File: src/rtl/pri_scan.sv
// Priority scanner: emits the set bits of a captured vector as one-hot beats in priority order.
// Optional binary index output idx_o is enabled by defining PRI_SCAN_IDX_EN.
module pri_scan #(
  parameter int unsigned WIDTH     = 64,
  parameter int unsigned GROUP     = 8,
  parameter int unsigned MSB_FIRST = 0
) (
  input  logic             clk_i,
  input  logic             rst_i,
  input  logic             init_i,
  input  logic             abort_i,
  input  logic [WIDTH-1:0] data_i,
  input  logic             next_i,
  output logic             busy_o,
  output logic             valid_o,
  output logic [WIDTH-1:0] data_o,
  output logic             last_o,
`ifdef PRI_SCAN_IDX_EN
  output logic [$clog2(WIDTH)-1:0] idx_o,
`endif
  output logic             done_o
);

  localparam int unsigned NG = WIDTH / GROUP;
  localparam int unsigned GW = (NG > 1) ? $clog2(NG) : 1;
  localparam int unsigned BW = (GROUP > 1) ? $clog2(GROUP) : 1;
  localparam int unsigned IW = (WIDTH > 1) ? $clog2(WIDTH) : 1;

  typedef enum logic {IDLE, SCAN} state_t;

  state_t            state_q;
  logic [WIDTH-1:0]  rem_q;
  logic [WIDTH-1:0]  src;
  logic [NG-1:0]     grp_hit;
  logic [GW-1:0]     grp_idx;
  logic [IW-1:0]     base;
  logic [GROUP-1:0]  grp_bits;
  logic [BW-1:0]     bit_idx;
  logic [IW-1:0]     sel_idx;
  logic [WIDTH-1:0]  pick;
  logic              last_c;
  int                gi;
  int                bi;

  // Two-level tree over the incoming vector (IDLE) or the remainder minus the current beat (SCAN).
  // Iterating from lowest to highest priority lets the last hit win.
  always_comb begin
    src = (state_q == IDLE) ? data_i : (rem_q & ~data_o);
    gi  = 0;
    bi  = 0;
    for (int g = 0; g < int'(NG); g++) begin
      grp_hit[g] = |src[g*GROUP +: GROUP];
    end
    grp_idx = '0;
    for (int g = 0; g < int'(NG); g++) begin
      gi = (MSB_FIRST != 0) ? g : int'(NG) - 1 - g;
      if (grp_hit[gi]) grp_idx = GW'(gi);
    end
    base     = IW'(grp_idx) * IW'(GROUP);
    grp_bits = src[base +: GROUP];
    bit_idx  = '0;
    for (int b = 0; b < int'(GROUP); b++) begin
      bi = (MSB_FIRST != 0) ? b : int'(GROUP) - 1 - b;
      if (grp_bits[bi]) bit_idx = BW'(bi);
    end
    sel_idx       = base + IW'(bit_idx);
    pick          = '0;
    pick[sel_idx] = |src;
    last_c        = ~|(src & ~pick);
  end

  // Abort and reset share the same flush: everything cleared, no completion pulse.
  always_ff @(posedge clk_i) begin
    if (rst_i || abort_i) begin
      state_q <= IDLE;
      rem_q   <= '0;
      busy_o  <= 1'b0;
      valid_o <= 1'b0;
      data_o  <= '0;
      last_o  <= 1'b0;
      done_o  <= 1'b0;
`ifdef PRI_SCAN_IDX_EN
      idx_o   <= '0;
`endif
    end else begin
      done_o <= 1'b0;
      if (state_q == IDLE) begin
        if (init_i) begin
          rem_q <= data_i;
          if (|data_i) begin
            state_q <= SCAN;
            busy_o  <= 1'b1;
            valid_o <= 1'b1;
            data_o  <= pick;
            last_o  <= last_c;
`ifdef PRI_SCAN_IDX_EN
            idx_o   <= sel_idx;
`endif
          end else begin
            done_o <= 1'b1;
          end
        end
      end else if (next_i) begin
        if (last_o) begin
          state_q <= IDLE;
          rem_q   <= '0;
          busy_o  <= 1'b0;
          valid_o <= 1'b0;
          data_o  <= '0;
          last_o  <= 1'b0;
          done_o  <= 1'b1;
`ifdef PRI_SCAN_IDX_EN
          idx_o   <= '0;
`endif
        end else begin
          rem_q  <= src;
          data_o <= pick;
          last_o <= last_c;
`ifdef PRI_SCAN_IDX_EN
          idx_o  <= sel_idx;
`endif
        end
      end
    end
  end

endmodule
File: config.mk
export PLATFORM = sky130hd
export DESIGN_NAME = pri_scan
export DESIGN_NICKNAME = d
export VERILOG_FILES = /design/src/rtl/pri_scan.sv
export SDC_FILE = /design/constraint.sdc
export NUM_CORES = 1
export LEC_CHECK = 0
export CAP_MARGIN = 20
export CORE_ASPECT_RATIO = 1.75
export CORE_MARGIN = 2
export CORE_UTILIZATION = 50
export CTS_BUF_LIST = sky130_fd_sc_hd__clkbuf_4
export DETAILED_ROUTE_END_ITERATION = 10
export HOLD_SLACK_MARGIN = 0.03
export PLACE_DENSITY = 0.82
export SYNTH_ARGS = -nofsm -noshare
export SYNTH_HDL_FRONTEND = slang
export SYNTH_SLANG_ARGS = --single-unit
File: constraint.sdc
create_clock -name clk_i -period 5 [get_ports clk_i]
set_clock_uncertainty 0.1 [all_clocks]
set_input_delay 1.25 -clock clk_i [delete_from_list [all_inputs] [get_ports clk_i]]
set_output_delay 1.25 -clock clk_i [all_outputs]
set_load 0.01 [all_outputs]
; After elaboration in Yosys (flattened, before gate mapping)
; Index checks and enable logic that the tools add are counted.
[word_totals]
wordCells = 84
latchBits = 0
n_memories = 0
ff_bits = 132
rom_bits = 0
mem_bits_rw = 0
[op_classes]
n_eq_ne = 2
n_addsub = 1
muxes = 48
multipliers = 0
n_reduce_logical = 19
order_cmp = 2
n_shift = 1
div_mod_pow = 0
n_bitwise = 5
[ops]
columns = operator, n
row1 = two-way mux 64 bit, 10
row2 = AND 64 bit, 3
row3 = OR reduction 64 bit, 3
row4 = inverter 64 bit, 2
row5 = OR reduction 8 bit, 8
row6 = indexed part select 64 x 7 -> 8 bit, 1
row7 = two-way mux 3 bit, 16
row8 = two-way mux 1 bit, 21
row9 = "less-than comparator 6 x 7 -> 1 bit, second input constant", 1
row10 = adder 6 x 3 -> 6 bit, 1
row11 = demux 1 bit (select 6 bit), 1
row12 = "greater-or-equal comparator 6 x 1 -> 1 bit, second input constant", 1
row13 = "inequality test 2 bit, second input constant", 2
row14 = AND reduction 4 bit, 1
row15 = nonzero test 2 bit, 2
row16 = AND reduction 3 bit, 1
row17 = AND reduction 2 bit, 1
row18 = logical AND 1 bit, 1
row19 = logical NOT 1 bit, 1
row20 = logical OR 1 bit, 1

; Logic depth before layout (Yosys ltp)
[logic_depth]
depth_word = 34
ltp_mapped = 20
mapped_depth_nobuf = 13

; Worst setup path after synthesis
; Ideal clock, no wire load.
[synth_timing]
path_type = input to register
start = input data_i[50]
end = register last_o
t_arrival_ns = 5.020
stages = 14
slack_ns = -0.189
n_path_buf = 1
t_required_ns = 4.831
setup_time_ns = 0.069
cell_sequence = nor2b_1 a2111o_1 or4_4 o211a_4 or4_1 a31oi_1 a21boi_2 or4b_1 buf_2 nor2_4 or4b_1 a2111oi_2 nand3_1 o21ai_1
[synth_between]
elab_chain_len = 31
word_cells_on_any_way = 38
classes_between = add/sub: 1 / order compare: 2 / shift: 1 / mux: 23 / bitwise: 3 / reduce/logical: 8
[synth_lines]
columns = item, line_no
row1 = start: declaration, 12  ; input logic [WIDTH-1:0] data_i,
row2 = two-way mux 64 bit, 48  ; src = (state_q == IDLE) ? data_i : (rem_q & ~data_o);
row3 = OR reduction 8 bit, 52  ; grp_hit[g] = |src[g*GROUP +: GROUP];
row4 = two-way mux 3 bit (7 in a row), 57  ; if (grp_hit[gi]) grp_idx = GW'(gi);
row5 = indexed part select 64 x 7 -> 8 bit, 60  ; grp_bits = src[base +: GROUP];
row6 = two-way mux 3 bit (8 in a row), 64  ; if (grp_bits[bi]) bit_idx = BW'(bi);
row7 = adder 6 x 3 -> 6 bit, 66  ; sel_idx = base + IW'(bit_idx);
row8 = less-than comparator 6 x 7 -> 1 bit (implied by the code) or greater-or-equal comparator 6 x 1 -> 1 bit (tied branches), 68  ; pick[sel_idx] = |src;
row9 = logical AND 1 bit (implied by the code), 68
row10 = [... 2 more ...], --
row11 = AND 64 bit (no source line), --
row12 = inverter 64 bit, 69  ; last_c = ~|(src & ~pick);
row13 = AND 64 bit, 69
row14 = OR reduction 64 bit, 69
row15 = logical NOT 1 bit, 69
row16 = "two-way mux 1 bit, on equally long branches", "90, 104"
row17 = "two-way mux 1 bit, on equally long branches", "88, 103"
row18 = two-way mux 1 bit, 87  ; if (state_q == IDLE) begin
row19 = end signal: assignment, 95  ; last_o <= last_c;
row20 = end signal: assignment, 118  ; last_o <= last_c;
row21 = end: declaration, 17  ; output logic last_o,
; Several ways; a longest one is shown, not always the timed one. The select of a mux whose other input is x is not followed.
; A chain may end at the register's enable or synchronous reset.

; Final worst setup path
[layout_timing]
start = input data_i[16]
end = register data_o[62]
[layout_between]
elab_chain_len = 23
word_cells_on_any_way = 30
classes_between = add/sub: 1 / order compare: 2 / shift: 1 / mux: 19 / bitwise: 1 / reduce/logical: 6
[layout_lines]
columns = item, line_no
row1 = two-way mux 64 bit, 48
row2 = OR reduction 8 bit, 52
row3 = two-way mux 3 bit (3 in a row), 57
row4 = indexed part select 64 x 7 -> 8 bit, 60
row5 = two-way mux 3 bit (8 in a row), 64
row6 = adder 6 x 3 -> 6 bit, 66
row7 = less-than comparator 6 x 7 -> 1 bit (implied by the code) or greater-or-equal comparator 6 x 1 -> 1 bit (tied branches), 68
row8 = logical AND 1 bit (implied by the code), 68
row9 = two-way mux 1 bit (implied by the code), 68
row10 = demux 1 bit (select 6 bit), 68
row11 = AND 64 bit (no source line), --
row12 = "two-way mux 64 bit, on equally long branches", "90, 104"
row13 = "two-way mux 64 bit, on equally long branches", "88, 103"
row14 = two-way mux 64 bit, 87
row15 = end signal: assignment, 94  ; data_o <= pick;
row16 = end signal: assignment, 117  ; data_o <= pick;
row17 = end: declaration, 16  ; output logic [WIDTH-1:0] data_o,
; Several ways; a longest one is shown, not always the timed one. The select of a mux whose other input is x is not followed.

==> results_dict.tcl <==
set metrics [dict create \
    violations "setup timing" \
    total_power_w 0.002580 \
    worst_hold_path.endpoint "rem_q[0]$_SDFFE_PP0P_" \
    setup_violations 3 \
    max_freq_mhz 198.5 \
    ys_async_sr_fraction_pct 0 \
    hold_start "rem_q[0]$_SDFFE_PP0P_" \
    cts_tree "yes" \
    yosysTopAreaCellShare_pct 33.14 \
    grt_pass1_wl_microns 58350 \
    die_h_microns 171.1 \
    drt_first_pass_iters 6 \
    htreeDepth 4 \
    syn_area_per_cell_sq_um 7.772 \
    fin_cells 1560 \
    clkSinkCount 132 \
    track_usage_pct 45.94 \
    leakage_nw 4.546 \
    worstReg2RegEnd "data_o[62]$_SDFFE_PP0P_" \
    area.growth.synth_to_final_pct 51.11 \
    ant_nets 0 \
    drc 0 \
    final.period_utilization_pct 100.8 \
    synth-seq-area-share_pct 33.14 \
    dp_cells 1493 \
    routed_wl_microns 41610 \
    worst_ep_arrival_time_ps 5470 \
    endpoint_kind "flip-flop" \
    synth_fa_ha_area_share_pct 0 \
    row_count 61 \
    clk_pin_slew_ps 130 \
    vias_per_cell 6.813 \
    yosysWarnings 0 \
    drive_above_1_share_pct 27.37 \
    synth_xor_area_share_pct 0 \
    pin_count 137 \
    ys_ff_latch 132 \
    synth-simple-area-share_pct 27.46 \
    tightest_slew_ps 930.2 \
    drt_iter0_markers 1060 \
    synth_compound_area_share_pct 33.19 \
    period_needed_ps 5038 \
    avgRoutedWirePerCell_microns 26.67 \
    hold_buffers 0 \
    ys.flop_type "dfxtp_1" \
    slew_viol_final 0 \
    worstSetupPathType "input pin to flip-flop" \
    postPlaceCellArea_sq_mm 0.01102 \
    synth.cell_area_sq_mm 0.007974 \
    start_util_pct 50.72 \
    synth.distinct_cells 73 \
    core_sq_mm 0.01572 \
    synth_fp_nets 1095 \
    fp.dieW_microns 99.46 \
    synth_top_family_by_area "compound AO/OA/AOI/OAI gates" \
    dieArea_sq_mm 0.01701 \
    grt_pass1_vias 9935 \
    portBuffers 136 \
    postLayoutSetupSlackWorst_ps -38.01 \
    hpwl_microns 29690 \
    cp.required_ps 5430 \
    routed-via-count 10630 \
    synth_top_area_cell "dfxtp_1" \
    syn_inst 1026 \
    slew_headroom_pct 37.75 \
    antenna_found_initial 1 \
    hold_viol 0 \
    gp_congestion 1.204 \
    synth-edff-count 0 \
    cts-buffers-inserted 17 \
    synthTopCellsByArea "dfxtp_1 (33%), a22oi_1 (11%), nor2_1 (7.2%)" \
    cts_root_buffer "clkbuf_4" \
    design_area_sq_mm 0.01205 \
    vdd_drop_max_uv 154.8 \
    synthMuxAreaShare_pct 0.1255 \
    cts_buffer_depth 2 \
    r2r_setup_slack_ps 40 \
    clk-insertion-delay-late_ps 590 \
    layout_common_cells "buf_4 (246), nor2_1 (153), dfxtp_1 (131)" \
    worst_setup_path_start_kind "input pin" \
    grt_start_max_net_pins 70 \
    drv_cap 0 \
    setup_tns_ps -71.87 \
    final_net_count 1427 \
    status "complete, but fails checks" \
    layout_commonest_cell "buf_4" \
    power.density_mw_per_mm2 214.1 \
    reg2reg_from "state_q$_SDFF_PP0_" \
    grt_overflow 0 \
    worstPathMaxFanout 7 \
    hp-class "flip-flop to flip-flop" \
    hold_depth 2 \
    r2r.worst_path.cells 15 \
]
[sequential cells by signal, summed over array words and instances (netlist names)]
| name | count |
|---|---|
| data_o | 64 |
| done_o | 1 |
| last_o | 1 |
| rem_q | 64 |
| state_q | 1 |
| valid_o | 1 |
[logic make-up (layout without fill, tap and decap cells)]
group,Yosys count,after routing
simple gates,406,406
buf+inv,117,461
mux,1,1
other cells,0,1
flops,132,132
compound gates,370,370
[metal layers]
layer	GRT usage, %	share of wire (%)
met5	0	0
met4	39.01	11
met3	10.38	9.5
met2	76.38	48
met1	48.48	32
[final cells by class]
class / instances / area (sq um)
flip-flops and latches: 132 / 2646
fillers: 1156 / 3674
diodes: 1 / 2.502
multi-input cells: 777 / 5294
repair buffers: 393 / 3407
clock inverters: 12 / 181.4
clock buffers: 19 / 142.6
well taps: 189 / 236.5
inverters: 37 / 138.9
[report_power, final]
part,switching (W),internal (W)
Combinational,0.000363,0.000276
Sequential,0.0000128,0.00107
Clock,0.000452,0.000407
Total,0.000828,0.00175
[critical path: stages]
cell             delay [ps]
clkdlybuf4s50_1         460
nand2b_1                150
o2111ai_2               160
nor4_4                  380
o21ai_2                 150
buf_6                   160
or4_1                   460
a31oi_1                 220
a21boi_2                220
or4b_4                  560
buf_4                   210
nor4_2                  570
buf_4                   300
a22oi_1                 100
nor2_1                  120
[cells in the mapped netlist, types with 11 or more instances]
cell and instances:
o2111ai_1 29, nand3b_1 61, a21boi_0 12, nor2_1 153, o21ai_0 101, inv_1 37
dfxtp_1 132, nand2b_1 34, buf_2 16, nand2_1 40, nand4_1 11, a21oi_1 18
a22oi_1 122, clkbuf_1 58, nor3_1 15, nand3_1 14, nor4_1 25, and2_1 19
[metrics by stage]
stage                     worst slack, ps  util [%]  hold WS, ps
after global placement             -859.5     70.07        339.7
after CTS                           11.15     73.83        368.4
after detailed placement           -831.9     70.07        352.1
final                              -38.01     76.64        370.3
after global routing               -84.28     76.64        400.1
after floorplan                     2.622         -        332.4
[how the worst max path moves through the flow]
stage,start,endpoint,slack [ps],depth (start not counted)
CTS,data_i[32],last_o$_SDFFE_PP0P_,10,16
global route,data_i[16],last_o$_SDFFE_PP0P_,-80,16
finish,data_i[16],data_o[62]$_SDFFE_PP0P_,-40,15
detailed placement,data_i[32],last_o$_SDFFE_PP0P_,-830,16
global placement,data_i[32],last_o$_SDFFE_PP0P_,-860,16
floorplan,data_i[50],last_o$_SDFFE_PP0P_,3,14
[what timing repair did]
action | CTS | global route
endpoints found under the hold margin | 0 | 0
pin swaps | 15 | 24
buffers inserted | 21 | 15
cloned | 0 | 1
endpoints found under the setup margin | 17 | 18
resized for setup | 28 | 72
Power figures use the tool's default switching activity.
==> patch: new RTL, config.mk and constraints unchanged <==
Register the output `last_o` once more, without a reset; this adds one clock of latency there. The other outputs are not delayed to match.
--- a/src/rtl/pri_scan.sv
+++ b/src/rtl/pri_scan.sv
@@ -27,6 +27,8 @@
   localparam int unsigned IW = (WIDTH > 1) ? $clog2(WIDTH) : 1;
 
   typedef enum logic {IDLE, SCAN} state_t;
+
+  logic last_s0;
 
   state_t            state_q;
   logic [WIDTH-1:0]  rem_q;
@@ -77,7 +79,7 @@
       busy_o  <= 1'b0;
       valid_o <= 1'b0;
       data_o  <= '0;
-      last_o  <= 1'b0;
+      last_s0 <= 1'b0;
       done_o  <= 1'b0;
 `ifdef PRI_SCAN_IDX_EN
       idx_o   <= '0;
@@ -92,7 +94,7 @@
             busy_o  <= 1'b1;
             valid_o <= 1'b1;
             data_o  <= pick;
-            last_o  <= last_c;
+            last_s0 <= last_c;
 `ifdef PRI_SCAN_IDX_EN
             idx_o   <= sel_idx;
 `endif
@@ -101,13 +103,13 @@
           end
         end
       end else if (next_i) begin
-        if (last_o) begin
+        if (last_s0) begin
           state_q <= IDLE;
           rem_q   <= '0;
           busy_o  <= 1'b0;
           valid_o <= 1'b0;
           data_o  <= '0;
-          last_o  <= 1'b0;
+          last_s0 <= 1'b0;
           done_o  <= 1'b1;
 `ifdef PRI_SCAN_IDX_EN
           idx_o   <= '0;
@@ -115,7 +117,7 @@
         end else begin
           rem_q  <= src;
           data_o <= pick;
-          last_o <= last_c;
+          last_s0 <= last_c;
 `ifdef PRI_SCAN_IDX_EN
           idx_o  <= sel_idx;
 `endif
@@ -124,4 +126,8 @@
     end
   end
 
+  always_ff @(posedge clk_i) begin
+    last_o <= last_s0;
+  end
+
 endmodule
Function: changed (Yosys sat finds a counterexample within 4 cycles, from zero or initial values).
==> patch against the unedited design <==
- the run still ends with setup timing left
- setup slack worse by 84 ps
- final cell count is 4.9% lower
- combinational power is 14% lower
- total power down 6.9%
- routed wire length fell by 11%
- synthesized area fell by 1.1%
- design area down 7.2%
- critical path depth is 1 higher
- sequential cell count grew 1
- synthesized cell count is 1.6% lower
- largest cell class unchanged
==> patch: results (changes against the unedited design) <==
Outcome
The run finished, with violations left. The final reports fail on setup timing.

Final layout
The share of post-route cells with drive strength above 1 is 21.9% (-5.5 points). The post-layout net count is 1353 (-5.2%).

Clock tree
The count of buffers added by post-CTS timing repair for setup is 0 (-100%). The clock latency on the worst-skew pair is 560 ps (-30 ps). The number of clock sinks is 133 (+0.76%). The total of cells resized after clock tree synthesis is 1 (-96%).

Synth
By count the netlist is led by sky130_fd_sc_hd__nor2_1, sky130_fd_sc_hd__dfxtp_1, sky130_fd_sc_hd__a22oi_1. Yosys attributes the largest share of cell area to sky130_fd_sc_hd__dfxtp_1, sky130_fd_sc_hd__a22oi_1, sky130_fd_sc_hd__nor2_1. The multiplexer share of the synthesized area was 0% (-0.13 points). The net count after synthesis is 1079 (-1.5%). The fraction of the mapped netlist area in compound gates is 31.8% (-1.4 points). The part of the Yosys area used for sequential elements is 33.7% (+0.61 points).

Setup path
The start point of the critical path is data_i[33]. The delay of the slowest critical-path stage is 480 ps (-90 ps).

Place
The detailed-placement wirelength estimate is 27.7 mm (-6.6%). The pre-CTS worst setup slack came to -618 ps (+214 ps). The placed instance area came to 0.0107 mm2 (-3.2%). The global placement routability congestion is 1.15 (-4.5%).

Pwr
The worst voltage drop across the vdd grid was 0.188 mV (+22%). The leakage power is 4.13 nW (-9.2%). The portion of total power attributed to sequential cells is 45.5% (+3.6 points).

Drt
The final routed wirelength across all metal layers was 36.9 mm (-11%). The violation count after the first detailed-route iteration is 1121 (+5.8%). The total length of routed met3 wires is 3.02 mm (-24%). The overall via count from detail_route is 9771 (-8.1%).

Timing
The final number of setup-violating endpoints was 1 (-2). The least setup slack across all paths after layout is -122 ps (-83.7 ps).

GRT
The number of global-route vias before repair is 9424 (-5.1%). The largest net degree at the start of global routing came to 73 (+4.3%). The global-route wire length before repair is 54.1 mm (-7.2%).

Worst hold path
In this run the most critical hold path is launched from data_o[51].
==> patch: cell count changes after synthesis, sizes merged, moves of 6 or more <==
cell    unedited run  this run
nor2             155       146
nand2             40        47
nor4              30        23
a221oi             0         6
==> patch: stage by stage <==
stage               utilization [%]  total power [mW]  std cells  hold slack [ps]
floorplan                         -              1.35       1010              281
global placement               69.2              1.62       1445              356
detailed placement             69.3              1.63       1446              367
CTS                            71.1              2.37       1477              387
global route                   72.6              2.48       1483              419
finish                         72.6              2.40       1484              394
==> patch: worst register-to-register path, delay by kind of cell, from the launching register on <==
family | cells | cell delay (ps)
buffers and inverters | 3 | 670
DFF | 1 | 740
and+or+nand+nor | 7 | 2180
AOI/OAI and AO/OA | 6 | 1260
==> patch: per-layer routing <==
metal  track usage [%]  vias up
met5                 0        -
met4              31.9        0
met3              7.68      202
met2              71.5      604
met1              45.9     4622
li1                  -     4343
==> patch: cells by family (layout without fill, tap and decap cells) <==
group	count (synthesis)	in the layout
buffers and inverters	118	404
flip-flops	133	133
other	0	2
AO/OA/AOI/OAI	358	358
AND/OR/NAND/NOR	401	401
==> patch: final timing paths <==
check,to,slack [ps],cells after the start
max,last_s0,-120,16
min,data_o[51],390,2
min reg2reg,data_o[51],390,2
max reg2reg,last_s0,20,16
==> patch: area by class of cell <==
cell class / instances / area [um2] / share of cell area, %
Multi-Input combinational cell: 759 / 4890 / 43.7
Clock buffer: 17 / 128 / 1.14
Clock inverter: 14 / 150 / 1.34
Sequential cell: 133 / 2670 / 23.9
Tap cell: 186 / 233 / 2.08
Inverter: 35 / 131 / 1.18
Antenna cell: 2 / 5.00 / 0.0448
Timing Repair Buffer: 338 / 2980 / 26.7
